--- config.mk ---
export PLATFORM = sky130hd
export DESIGN_NAME = p12_cfg_sequencer
export DESIGN_NICKNAME = d
export VERILOG_FILES = /design/src/rtl/p12_cfg_sequencer.sv
export SDC_FILE = /design/constraint.sdc
export NUM_CORES = 1
export LEC_CHECK = 0
export CAP_MARGIN = 20
export CORE_ASPECT_RATIO = 0.7
export CORE_MARGIN = 3
export CORE_UTILIZATION = 45
export CTS_BUF_LIST = sky130_fd_sc_hd__clkbuf_4
export CTS_CLUSTER_SIZE = 25
export DETAILED_ROUTE_END_ITERATION = 6
export GPL_ROUTABILITY_DRIVEN = 0
export HOLD_SLACK_MARGIN = 0.1
export PLACE_DENSITY = 0.68
export SYNTH_ARGS = -nofsm -noshare
export SYNTH_HDL_FRONTEND = slang
export SYNTH_SLANG_ARGS = --single-unit
--- constraint.sdc ---
create_clock -name clk -period 4.05 [get_ports clk]
set_input_delay 0.405 -clock clk [delete_from_list [all_inputs] [get_ports clk]]
set_output_delay 0.405 -clock clk [all_outputs]
set_load 0.01 [all_outputs]
--- src/rtl/p12_cfg_sequencer.sv ---
// p12_cfg_sequencer
// Configuration and run-control sequencer for the p12 tile array.
// Commands arrive over a valid/ready interface and drive the array-wide
// scan / gate / strobe signals:
//   LOAD   (op 0) shift a byte stream into the scan chain, LSB first
//   COMMIT (op 1) one latch-gate cycle with {v,h,d} = cmd_arg[2:0]
//   RUN    (op 2) N functional cycles (latch phase then flop phase), N=0 -> 256
//   READ   (op 3) recirculating, non-destructive readback of the chain
// Ports:
//   clk, rst                       clock, synchronous active-high reset
//   cmd_valid/cmd_ready/op/arg     command handshake
//   dat_valid/dat_ready/dat_data   LOAD byte stream
//   rd_valid/rd_ready/rd_data      READ byte stream
//   arr_sc_ret                     scan output of the last tile
//   arr_se, arr_sc, arr_ff_gate,
//   arr_l_gate, arr_lb,
//   arr_v, arr_h, arr_d            array control outputs
//   busy                           sequencer not idle
module p12_cfg_sequencer #(
    parameter int CHAIN_LEN = 64,
    parameter int CNT_W     = 16
) (
    input  logic       clk,
    input  logic       rst,
    input  logic       cmd_valid,
    output logic       cmd_ready,
    input  logic [1:0] cmd_op,
    input  logic [7:0] cmd_arg,
    input  logic       dat_valid,
    output logic       dat_ready,
    input  logic [7:0] dat_data,
    output logic       rd_valid,
    input  logic       rd_ready,
    output logic [7:0] rd_data,
    input  logic       arr_sc_ret,
    output logic       arr_se,
    output logic       arr_sc,
    output logic       arr_ff_gate,
    output logic       arr_l_gate,
    output logic       arr_lb,
    output logic       arr_v,
    output logic       arr_h,
    output logic       arr_d,
    output logic       busy
);

    typedef enum logic [2:0] {
        S_IDLE, S_LOAD, S_COMMIT, S_RUN_L, S_RUN_F, S_READ
    } state_t;

    localparam logic [CNT_W-1:0] LEN_C  = CNT_W'(CHAIN_LEN);
    localparam logic [CNT_W-1:0] LAST_C = CNT_W'(CHAIN_LEN - 1);

    state_t           state_q, state_d;
    logic [CNT_W-1:0] cnt_q, cnt_d;          // chain bits shifted so far
    logic [7:0]       buf_q, buf_d;          // LOAD shift buffer
    logic [3:0]       buf_cnt_q, buf_cnt_d;  // valid bits left in buf_q
    logic [8:0]       run_q, run_d;          // functional cycles remaining
    logic [2:0]       vhd_q, vhd_d;
    logic [7:0]       asm_q, asm_d;          // READ byte being assembled
    logic [2:0]       pos_q, pos_d;          // bit position within asm_q
    logic             pend_q, pend_d;        // asm_q holds a finished byte
    logic             rd_valid_q, rd_valid_d;
    logic [7:0]       rd_data_q, rd_data_d;

    // LOAD: bits still to be fetched = chain length minus shifted minus buffered.
    logic [CNT_W-1:0] rem_fetch;
    logic [3:0]       fetch_n;
    logic             load_shift;
    assign rem_fetch  = LEN_C - cnt_q - CNT_W'(buf_cnt_q);
    assign fetch_n    = (int'(rem_fetch) >= 8) ? 4'd8 : 4'(rem_fetch);
    assign load_shift = (state_q == S_LOAD) && (buf_cnt_q != 4'd0);

    // READ: a new bit may only be taken when a finished byte has somewhere
    // to go, either the output slot or the single pending slot.
    logic       rd_slot_free, read_shift, byte_done;
    logic [7:0] asm_new;
    assign rd_slot_free = !rd_valid_q || rd_ready;
    assign read_shift   = (state_q == S_READ) && (cnt_q != LEN_C) && (!pend_q || rd_slot_free);
    assign byte_done    = (pos_q == 3'd7) || (cnt_q == LAST_C);
    // A pending byte leaving this cycle means the new bit starts a fresh byte.
    assign asm_new      = (pend_q ? 8'h00 : asm_q) | ({7'b0, arr_sc_ret} << pos_q);

    always_comb begin
        state_d    = state_q;
        cnt_d      = cnt_q;
        buf_d      = buf_q;
        buf_cnt_d  = buf_cnt_q;
        run_d      = run_q;
        vhd_d      = vhd_q;
        asm_d      = asm_q;
        pos_d      = pos_q;
        pend_d     = pend_q;
        rd_valid_d = rd_valid_q;
        rd_data_d  = rd_data_q;
        case (state_q)
            S_IDLE: begin
                if (cmd_valid) begin
                    cnt_d     = '0;
                    buf_cnt_d = '0;
                    asm_d     = '0;
                    pos_d     = '0;
                    pend_d    = 1'b0;
                    case (cmd_op)
                        2'd0: state_d = S_LOAD;
                        2'd1: begin
                            state_d = S_COMMIT;
                            vhd_d   = cmd_arg[2:0];
                        end
                        2'd2: begin
                            state_d = S_RUN_L;
                            run_d   = (cmd_arg == 8'd0) ? 9'd256 : {1'b0, cmd_arg};
                        end
                        default: state_d = S_READ;
                    endcase
                end
            end
            S_LOAD: begin
                if (load_shift) begin
                    buf_d     = buf_q >> 1;
                    buf_cnt_d = buf_cnt_q - 4'd1;
                    cnt_d     = cnt_q + CNT_W'(1);
                end
                // A byte accepted alongside the last buffered bit's shift
                // refills the buffer without a bubble.
                if (dat_valid && dat_ready) begin
                    buf_d     = dat_data;
                    buf_cnt_d = fetch_n;
                end
                if (load_shift && (cnt_q == LAST_C)) begin
                    state_d = S_IDLE;
                end
            end
            S_COMMIT: begin
                state_d = S_IDLE;
                vhd_d   = '0;
            end
            S_RUN_L: state_d = S_RUN_F;
            S_RUN_F: begin
                if (run_q == 9'd1) begin
                    state_d = S_IDLE;
                end else begin
                    run_d   = run_q - 9'd1;
                    state_d = S_RUN_L;
                end
            end
            S_READ: begin
                if (rd_valid_q && rd_ready) begin
                    rd_valid_d = 1'b0;
                end
                if (pend_q && rd_slot_free) begin
                    rd_data_d  = asm_q;
                    rd_valid_d = 1'b1;
                    pend_d     = 1'b0;
                    asm_d      = '0;
                end
                if (read_shift) begin
                    cnt_d = cnt_q + CNT_W'(1);
                    pos_d = pos_q + 3'd1;
                    if (!byte_done) begin
                        asm_d = asm_new;
                    end else if (!pend_q && rd_slot_free) begin
                        rd_data_d  = asm_new;
                        rd_valid_d = 1'b1;
                        asm_d      = '0;
                    end else begin
                        asm_d  = asm_new;
                        pend_d = 1'b1;
                    end
                end
                if ((cnt_q == LEN_C) && !pend_q && rd_valid_q && rd_ready) begin
                    state_d    = S_IDLE;
                    rd_valid_d = 1'b0;
                    rd_data_d  = '0;
                end
            end
            default: state_d = S_IDLE;
        endcase
    end

    always_ff @(posedge clk) begin
        if (rst) begin
            state_q    <= S_IDLE;
            cnt_q      <= '0;
            buf_q      <= '0;
            buf_cnt_q  <= '0;
            run_q      <= '0;
            vhd_q      <= '0;
            asm_q      <= '0;
            pos_q      <= '0;
            pend_q     <= 1'b0;
            rd_valid_q <= 1'b0;
            rd_data_q  <= '0;
        end else begin
            state_q    <= state_d;
            cnt_q      <= cnt_d;
            buf_q      <= buf_d;
            buf_cnt_q  <= buf_cnt_d;
            run_q      <= run_d;
            vhd_q      <= vhd_d;
            asm_q      <= asm_d;
            pos_q      <= pos_d;
            pend_q     <= pend_d;
            rd_valid_q <= rd_valid_d;
            rd_data_q  <= rd_data_d;
        end
    end

    // Array controls are decoded from registered state; only READ's
    // gate/data follow the live handshake and return path.
    always_comb begin
        arr_se      = 1'b0;
        arr_sc      = 1'b0;
        arr_ff_gate = 1'b0;
        arr_l_gate  = 1'b0;
        arr_lb      = 1'b1;
        {arr_v, arr_h, arr_d} = 3'b000;
        case (state_q)
            S_LOAD: begin
                arr_se = 1'b1;
                if (load_shift) begin
                    arr_ff_gate = 1'b1;
                    arr_sc      = buf_q[0];
                end
            end
            S_COMMIT: begin
                arr_l_gate = 1'b1;
                {arr_v, arr_h, arr_d} = vhd_q;
            end
            S_RUN_L: begin
                arr_l_gate = 1'b1;
                arr_lb     = 1'b0;
            end
            S_RUN_F: arr_ff_gate = 1'b1;
            S_READ: begin
                arr_se = 1'b1;
                if (read_shift) begin
                    arr_ff_gate = 1'b1;
                    arr_sc      = arr_sc_ret;
                end
            end
            default: ;
        endcase
    end

    assign cmd_ready = (state_q == S_IDLE);
    assign busy      = (state_q != S_IDLE);
    assign dat_ready = (state_q == S_LOAD) && (buf_cnt_q <= 4'd1) && (rem_fetch != '0);
    assign rd_valid  = rd_valid_q;
    assign rd_data   = rd_data_q;

endmodule

Yosys cells after proc, flatten, opt, wreduce, memory -nomap -nowiden
Cells that the tools add are included.
{ "op_classes": {"eq_ne": 22, "n_lt_le_gt_ge": 2, "n_mux": 64, "addsub": 6, "shift": 1, "bitwise": 1, "reduce_logical": 41} }
{ "ops": {"columns": ["op", "n"], "rows": [
  ["8-bit two-way mux", 13],
  ["16-bit two-way mux", 3],
  ["16-bit one-hot mux with 3 select lines", 1],
  ["9-bit two-way mux", 4],
  ["1-bit two-way mux", 21],
  ["3-bit two-way mux", 7],
  ["9-bit one-hot mux with 2 select lines", 1],
  ["16-bit by 1-bit adder with 16-bit output, second input constant", 1],
  ["16-bit by 6-bit equality test with 1-bit output, second input constant", 1],
  ["16-bit by 7-bit equality test with 1-bit output, second input constant", 1],
  ["16-bit by 4-bit greater-or-equal comparator with 1-bit output, second input constant", 1],
  ["4-bit two-way mux", 4],
  ["16-bit by 7-bit != test with 1-bit output, second input constant", 1],
  ["8-bit one-hot mux with 2 select lines", 1],
  ["16-bit nonzero test", 1],
  ["16-bit by 4-bit subtractor with 16-bit output", 1],
  ["7-bit by 16-bit subtractor with 16-bit output, first input constant", 1],
  ["3-bit one-hot mux with 5 select lines", 1],
  ["3-bit AND reduction", 5],
  ["1-bit logical AND", 13],
  ["3-bit one-hot mux with 2 select lines", 2],
  ["2-bit != test, second input constant", 5],
  ["2-bit nonzero test", 5],
  ["3-bit equality test, second input constant", 3],
  ["other kinds (29)", 40]
]} }
{ "word_totals": {"output_inout_bits": 20, "ff_bits": 64} }

Logic depth before layout (Yosys ltp)
{ "logic_depth": {"word_depth": 8, "ltp_mapped": 15} }

Worst setup path after synthesis
OpenSTA, ideal clock, no wires.
{ "synth_timing": {"path_kind": "reg2reg", "from": "reg cnt_q[1]", "to": "reg buf_q[6]", "t_arrival_ns": 3.502, "synth_period_minus_slack_ns": 3.581, "n_path_buf": 2, "setup_time_ns": 0.079, "path_slack_ns": 0.469, "path_stages_with_launch": 16, "path_cell_list": "dfxtp_1 ha_1 inv_1 ha_1 fa_1 a211oi_2 o31ai_1 a221o_1 a21oi_1 xor2_1 or4_1 buf_2 o21ai_4 buf_6 nor2_1 a211oi_2"} }
{ "synth_via": {"elab_chain_len": 7} }
{ "synth_rtl": {"columns": ["element", "line", "source"], "rows": [
  ["from (decl)", "55", "logic [CNT_W-1:0] cnt_q, cnt_d;"],
  ["from (signal assigned)", "196", "cnt_q <= cnt_d;"],
  ["7-bit by 16-bit subtractor with 16-bit output *", "70", "assign rem_fetch = LEN_C - cnt_q - CNT_W'(buf_cnt_q);"],
  ["16-bit by 4-bit subtractor with 16-bit output *", "70", null],
  ["16-bit nonzero test *", "248", "assign dat_ready = (state_q == S_LOAD) && (buf_cnt_q <= 4'd1) && (rem_fetch != '0);"],
  ["1-bit logical AND *", "248", null],
  ["1-bit logical AND *", "126", "if (dat_valid && dat_ready) begin"],
  ["2-bit nonzero test (no line)", null, null],
  ["2-bit AND reduction (no line)", null, null],
  ["to (signal assigned)", "197", "buf_q <= buf_d;"],
  ["to (decl)", "56", "logic [7:0] buf_q, buf_d;"]
]} }
Mark *: on every way between the ends. The rest lies on a longest branch, timed or not.
A chain may end at the register's enable or synchronous reset.

Worst setup path after layout
{ "layout_timing": {"from": "reg buf_cnt_q[1]", "to": "out dat_ready"} }
{ "layout_via": {"elab_chain_len": 3} }
{ "layout_rtl": {"columns": ["element", "line", "source"], "rows": [
  ["from (decl)", "57", "logic [3:0] buf_cnt_q, buf_cnt_d;"],
  ["from (signal assigned)", "198", "buf_cnt_q <= buf_cnt_d;"],
  ["16-bit by 4-bit subtractor with 16-bit output or 4-bit by 1-bit less-or-equal comparator with 1-bit output (tied branches)", "70, 248", null],
  ["16-bit nonzero test or 1-bit logical AND (tied branches)", "248", null],
  ["1-bit logical AND *", "248", null],
  ["to (decl)", "30", "output logic dat_ready,"]
]} }
Marks and branches as above.

==> results.md <==
- LEAKAGE: 2.02 nW
- Max clock buf depth: 2
- Fmax: 0.257 GHz
- Pre-CTS WS: 126 ps
- CP arrival: 3490 ps
- Setup-failing EPs final: 0
- Unrepaired setup endpoints after global routing: no
- Fin cells: 760
- Seq/Total Area, Yosys: 0.279
- Fin worst setup slack: 157 ps
- Async SR Flop Fraction: 0
- WS Path Type: flip-flop to output pin
- Syn Inst Count: 587
- Most frequent cells after synthesis: nor2_1 (69), dfxtp_1 (64), nand2_1 (53)
- Syn_area_per_cell: 7.82 um^2
- N_diodes: 0
- Die area: 11500 um^2
- Logic pwr share: 0.359
- Worst rel slew slack: 0.479
- CP Launch Type: flip-flop
- Most frequent cell after synthesis: nor2_1
- Clock Sinks: 64
- Nets: 698
- Total core area: 9800 um^2
- Synth top area cells: dfxtp_1 (28%), ha_1 (13%), nor2_1 (5.6%)
- Vias per cell: about 5.7
- Worst skew pair latency: 430 ps
- Min cycle time layout: 3890 ps
- Cell Int Power: 1.06 mW
- Top delay family on crit path: adder cells
- EDFF count, synth: 0
- Max Cap Viol: 0
- Slowest CP cell: or4_4
- Die Y: 90.5 um
- Outcome: finished, final reports clean
- Die Width: 127 um
- Largest net degree at the start of global routing: 51
- Wirelength, routed: 11.4 mm
- Drt first pass iters: 5
- Hold WC Path Type: flip-flop to flip-flop
- Final Hold Viols: 0
- Hold_buf cts: 0
- Initial antenna violation count: 0
- Layout area overhead: 16.3%
- Iter 0 DRT Violations: 388
- Worst vdd ir: 0.000207 V
- Clk slew on worst S/H paths: 130 ps
- Worst Setup End Kind: output pin
- Tcrit/Tclk final: 0.961
- Psw: 0.635 mW
- Antenna Violating Nets Remaining: 0
- GR Overflow Total: 0
- Switching share of power: 0.375
- Ratio of cells with drive above 1 in the final layout: 0.0997
- Row count: 30
- Synthesis-stage register bit count: 64
- Detail Placement HPWL: around 8.5 mm
- Synth top area share: 0.279
- Num CTS Buffers: 9
- Main synth FF type: dfxtp_1
- First-pass GRT wire length: roughly 19 mm
- Gr usage total: 0.198
- Num ports: 44
- Placed insts: 742
- Aggregate negative setup slack: 0 ps
- Clock Skew: 15.2 ps
- Part of the power in registers: 0.412
- Mapped Nets: 658
- IO buf count: 43
- Final Util: 0.545
- Final Max Slew Viols: 0
- Register area: 1290 um^2
- Crit path buf inv count: 3
- Via count: 4308
- Root buffer cell: clkbuf_4
- Synth unique cells: 61
- Largest stage delay on the critical path: 510 ps
- Area of the multi-input gates: 3080 um^2
- Req. time, crit path: 3640 ps
- Synth Cell Area: 4590 um^2
- Vias in the first global route: 3984
- Worst slew pin tran: 777 ps
- DRC viols: 0
- TritonCTS clock tree: yes
- Synth Warn #: 0
- Pwr dens: 317 nW/um^2
- Hold Slack: between 400 and 500 ps
- Htree depth: 3
- Filler instances: 922
- Wire per inst: 15.1 um
- Post-synth top area cell: dfxtp_1
- Clock power frac: 0.229
- Starting density of the core: 0.468
- Flop2flop setup slack: 330 ps
- CP Max Fanout: 4
- Cell chain of the critical path: ha_1, inv_1, ha_2, fa_2, a211oi_4, buf_6, o31a_1, nor3_1, o21ai_0, nand4_1, or4_4, o21a_1, clkbuf_2
-- cell type report --
cell class                 instances  share of cell area
timing repair buffer              56              0.0987
clock inverter                     7             0.00891
clock buffer                       9              0.0127
multi-input combinational        452               0.577
sequential                        64               0.241
tap                              128              0.0300
inverter                          44              0.0309
-- layout by cell type (no fill, tap or decap), drive strengths merged, types with 4 or more instances in the layout --
cell           instances
nor2                  69
dfxtp                 64
nand2                 53
ha                    46
inv                   45
clkdlybuf4s50         42
a21oi                 34
nor3                  23
o211ai                21
o21ai                 21
xnor2                 18
mux2i                 14
buf                   13
a211oi                13
a22oi                 12
and2                  11
nand3                 10
clkbuf                10
nor2b                  9
or3                    8
nand4                  8
nand2b                 8
nor4                   7
o22ai                  7
or2                    7
o21a                   6
a221oi                 4
a31oi                  4
clkinv                 4
-- power groups by stage --
stage / Combinational (mW) / Sequential (mW) / Clock (mW)
after floorplan: 0.391 / 0.702 / 0
after global placement: 0.549 / 0.710 / 0
after detailed placement: 0.556 / 0.712 / 0
after CTS: 0.579 / 0.696 / 0.396
after global routing: 0.670 / 0.703 / 0.420
final: 0.608 / 0.698 / 0.389
-- state kept, by name (all words and copies together), names as in the netlist --
signal	count
cnt_q	16
run_q	9
asm_q	8
buf_q	8
rd_data	8
buf_cnt_q	4
pos_q	3
state_q	3
vhd_q	3
pend_q	1
rd_valid	1
-- stage by stage --
stage | total power, mW | instance area [um^2]
2_1_floorplan | 1.09 | 4590
3_3_place_gp | 1.26 | 5140
3_5_place_dp | 1.27 | 5140
4_1_cts | 1.67 | 5310
5_1_grt | 1.79 | 5340
6_report | 1.69 | 5340
-- routing by layer --
| layer | share of wire | global-route usage | wire [um] | up-vias |
|---|---|---|---|---|
| met3 | 0.061 | 0.0479 | 696 | 16 |
| li1 | - | - | - | 2165 |
| met2 | 0.39 | 0.276 | 4510 | 124 |
| met1 | 0.53 | 0.303 | 6110 | 2003 |
| met4 | 0.011 | 0.0446 | 123 | 0 |
| met5 | 0 | 0 | 0 | - |
-- repair_timing --
item / CTS / global route
resized for setup: 14 / 9
setup buffers: 2 / 0
pin swaps: 2 / 3
hold endpoints to repair: 0 / 0
endpoints found under the setup margin: 1 / 1
-- worst min-delay path, stage by stage (launching register included) --
cell and delay (ps):
dfxtp_1 340, nand2_1 50, a21oi_1 50
-- path summary, 6_finish.rpt --
kind | from | endpoint | cells after the start
worst max-delay path | buf_cnt_q[1] | dat_ready | 13
worst min-delay path | rd_data[5] | rd_data[5] | 2
worst max register to register | buf_cnt_q[1] | buf_cnt_q[1] | 15
worst min register to register | rd_data[5] | rd_data[5] | 2
-- cells by family (layout without fill, tap and decap cells) --
kind of cell,after synthesis,count (layout),synth area share
simple gates,223,223,0.234
compound gates,145,145,0.219
buf+inv,71,116,0.0627
flops,64,64,0.279
fa+ha+maj,48,48,0.132
xor+xnor,21,21,0.0401
mux,15,15,0.0330
Power figures use the tool's default switching activity.
==> RTL change 1: new RTL, config.mk and constraints unchanged <==
Compare `cnt_q` against `LAST_C` with >= in place of ==.
--- a/src/rtl/p12_cfg_sequencer.sv
+++ b/src/rtl/p12_cfg_sequencer.sv
@@ -127,7 +127,7 @@
                     buf_d     = dat_data;
                     buf_cnt_d = fetch_n;
                 end
-                if (load_shift && (cnt_q == LAST_C)) begin
+                if (load_shift && (cnt_q >= LAST_C)) begin
                     state_d = S_IDLE;
                 end
             end
Function: same outputs for any inputs over 10 cycles, from zero or initial values and one cycle with rst high; that may be too few to reach the edited logic, so the function may still have changed.
==> RTL change 1 against the original RTL <==
Sequential cell count did not move. Global-route usage rose by 0.68 points. Total power rose by 15%. Design area rose by 1.6%. Setup slack improved by 12 ps. Routed wire length rose by 4.3%. Area after synthesis rose by 2.2%. Non-clock buffer count fell by 1.
==> RTL change 1: results <==
group,metric,value,unit
synth,synth_fp_nets,663,
setup_path,crit_fanout,5,
global_routing,grt_use_total,0.204,
synth,ys_types,77,
route,drt_iter0_markers,448,
route,dr_wl_met3,633,um
setup_path,cp_slowest_cell,"dfxtp_1",
min_path,hold_start,"vhd_q[1]",
timing,tightest_slew,705,ps
power,netSwitchingFraction,0.369,
placed_design,dpl.cell_count,746,
power,seq_power_share,0.363,
synth,synth-xor-area-share,0.0355,
setup_path,endpoint,"dat_ready",
synth,synth_common_cells,"dfxtp_1 (64), nor2_1 (64), nand2_1 (63), inv_1 (50), ha_1 (48)",
timing,whs,468,ps
setup_path,cp-startpoint,"buf_cnt_q[3]",
min_path,holdPathEnd,"vhd_q[1]",
route,routedWlPerCell,15.6,um
setup_path,critPathMaxStageDelay,420,ps
global_routing,gr-usage-met3,0.0435,
synth,synth_adder_area_share,0.134,
run_status,status,"complete, no violations",
global_routing,grt_pass1_wl,19.7,mm
power,p_clk,0.000460,W
finish,finalNetCount,707,
synth,synthesis.instances,590,
clock_network,clk_pin_slew_worst_paths,130,ps
setup_path,cp.arrival,3480,ps
placed_design,dp_hpwl,8.84,mm
power,power_density,358,nW/um2
route,routed-wl-met2,5.08,mm
finish,diodes,0,
route,avgViaCountPerCell,5.75,
global_routing,first_global_vias,3965,
global_routing,met2_usage,0.296,
route,firstDrtPassIters,5,
power,leakage,2.06,nW
synth,synth_area_leaders,"dfxtp_1 (27%), ha_1 (13%), nor2_1 (5.1%), nand2_1 (5.0%), inv_1 (4.0%)",
route,wl_met1,6.11,mm
timing,period_share,0.958,
synth,yosys-mux-area-fraction,0.0360,
synth,synth_compound_gate_area_share,0.208,
placed_design,postPlaceCellArea,5210,um2
synth,yosysSeqAreaShare,0.273,
power,ir_drop,0.166,mV
route,vias,4410,
setup_path,reg2reg_slack,310,ps
setup_path,r2r_start,"cnt_q[1]",
finish,drive_gt1_frac,0.105,
global_routing,met1_usage,0.309,
timing,fin_skew,22.3,ps
placed_design,place_worst_setup_slack,123,ps
setup_path,r2r_end,"buf_cnt_q[0]",
finish,fillers,979,
-- RTL change 1: cell types whose count changed after synthesis, moves of 6 or more --
cell / unedited run / this run
mux2_2: 1 / 7
nand2_1: 53 / 63
or2_2: 6 / 0
inv_1: 44 / 50
-- RTL change 1: repair_timing --
action | CTS | global route
setup endpoints to repair | 1 | 1
pin swaps | 2 | 6
hold endpoints to repair | 0 | 0
gates resized for setup | 4 | 12
setup buffers | 0 | 4
-- RTL change 1: final cells by class --
cell class                      count  area, um2  share of cell area
Inverter                           50        188              0.0346
Tap cell                          128        160              0.0295
Timing Repair Buffer               55        510              0.0941
Sequential cell                    64       1290               0.238
Clock buffer                       10       75.1              0.0138
Clock inverter                      6       68.8              0.0127
Multi-Input combinational cell    454       3130               0.578
-- RTL change 1: worst max-delay path, delay by kind of cell (launching register included) --
family          cells  cell delay, ps
flops               1             420
simple gates        4             850
buf+inv             3             380
compound gates      4             780
fa+ha+maj           2             640
==> RTL change 2: new RTL, same flow settings <==
Made on the original files. Set the parameter `CNT_W` to 32 (it was 16).
--- a/src/rtl/p12_cfg_sequencer.sv
+++ b/src/rtl/p12_cfg_sequencer.sv
@@ -18,7 +18,7 @@
 //   busy                           sequencer not idle
 module p12_cfg_sequencer #(
     parameter int CHAIN_LEN = 64,
-    parameter int CNT_W     = 16
+    parameter int CNT_W     = 32
 ) (
     input  logic       clk,
     input  logic       rst,
Formal check against the unedited RTL: same outputs for any inputs over 10 cycles, from zero or initial values and one cycle with rst high; that may be too few to reach the edited logic, so the function may still have changed.
==> RTL change 2 against the original RTL <==
The flow now finishes with violations (negative setup slack). Area after synthesis up 54%. Total power is 73% higher. Setup slack worse by 280 ps. Critical path depth grew 3. Largest cell class unchanged. Design area grew 65%. Worst hold slack improved by 6.5 ps. Sequential cell count is 16 higher. Routed wire length up 75%. Non-clock buffer count grew 100.
==> RTL change 2: results <==
group,metric,value,unit
run_status,violations,"negative setup slack",
route,routed-wl-met2,7.56,mm
power,leakage,3.74,nW
setup_path,endpoint,"buf_cnt_q[1]",
setup_path,r2r_cells,16,
run_status,status,"finished, violations left",
finish,final-clk-cell-share,0.0141,
setup_path,crit_fanout,6,
floorplanning,dieArea,17200,um2
finish,n_all_inverters,63,
route,firstDrtPassIters,6,
route,vias,7204,
timing,fin_skew,25.5,ps
synth,synth_compound_gate_area_share,0.202,
finish,final-nonclk-buf-share,0.144,
timing,setup_violations,2,
synth,synth-seq-cells,80,
route,dr_wl_met3,1.95,mm
timing,worst_slack,-127,ps
global_routing,gr-usage-met3,0.0640,
clock_network,clk-insertion-delay-late,470,ps
synth,synth_area_leaders,"dfxtp_1 (23%), ha_1 (15%), nor2_1 (6.5%), a21oi_1 (4.7%), xnor2_1 (4.3%)",
finish,sh_seq_area,0.183,
synth,synth-xor-area-share,0.0460,
finish,multi_input_area,5320,um2
route,wl_met1,10.4,mm
global_routing,grt_max_degree,53,
setup_path,r2r_start,"cnt_q[3]",
min_path,hold_start,"run_q[4]",
synth,synth_fp_nets,1042,
setup_path,critPathMaxStageDelay,530,ps
global_routing,antenna_found_initial,1,
synth,yosysSeqAreaShare,0.227,
timing,whs,489,ps
power,internal_power,0.00173,W
route,routedWlPerCell,15.9,um
timing,clock.fmax,239,MHz
global_routing,met1_usage,0.359,
finish,fillers,1416,
placed_design,dp_hpwl,15.3,mm
finish,drive_gt1_frac,0.186,
global_routing,grt_use_total,0.227,
[RTL change 2: cell count changes in the layout (fill, tap and decap cells not counted), sizes merged, moves of 20 or more]
cell | unedited run | this run
inv | 45 | 65
ha | 46 | 86
a21oi | 34 | 66
nor2 | 69 | 124
buf | 13 | 115
o21ai | 21 | 47
[RTL change 2: critical path: cells and delay by family (launching register included)]
family / cells / cell delay (ps)
flip-flops: 1 / 360
adder cells (fa/ha/maj): 2 / 560
AO/OA/AOI/OAI: 4 / 1080
AND/OR/NAND/NOR: 5 / 1550
buffers and inverters: 4 / 450
multiplexers: 1 / 80
[RTL change 2: what timing repair did]
action / 4_1_cts / 5_1_grt
resized for setup: 40 / 25
gates cloned: 0 / 0
buffers inserted: 6 / 6
endpoints found under the hold margin: 0 / 0
pin swaps: 15 / 11
hold buffers: 0 / 0
endpoints found under the setup margin: 3 / 5
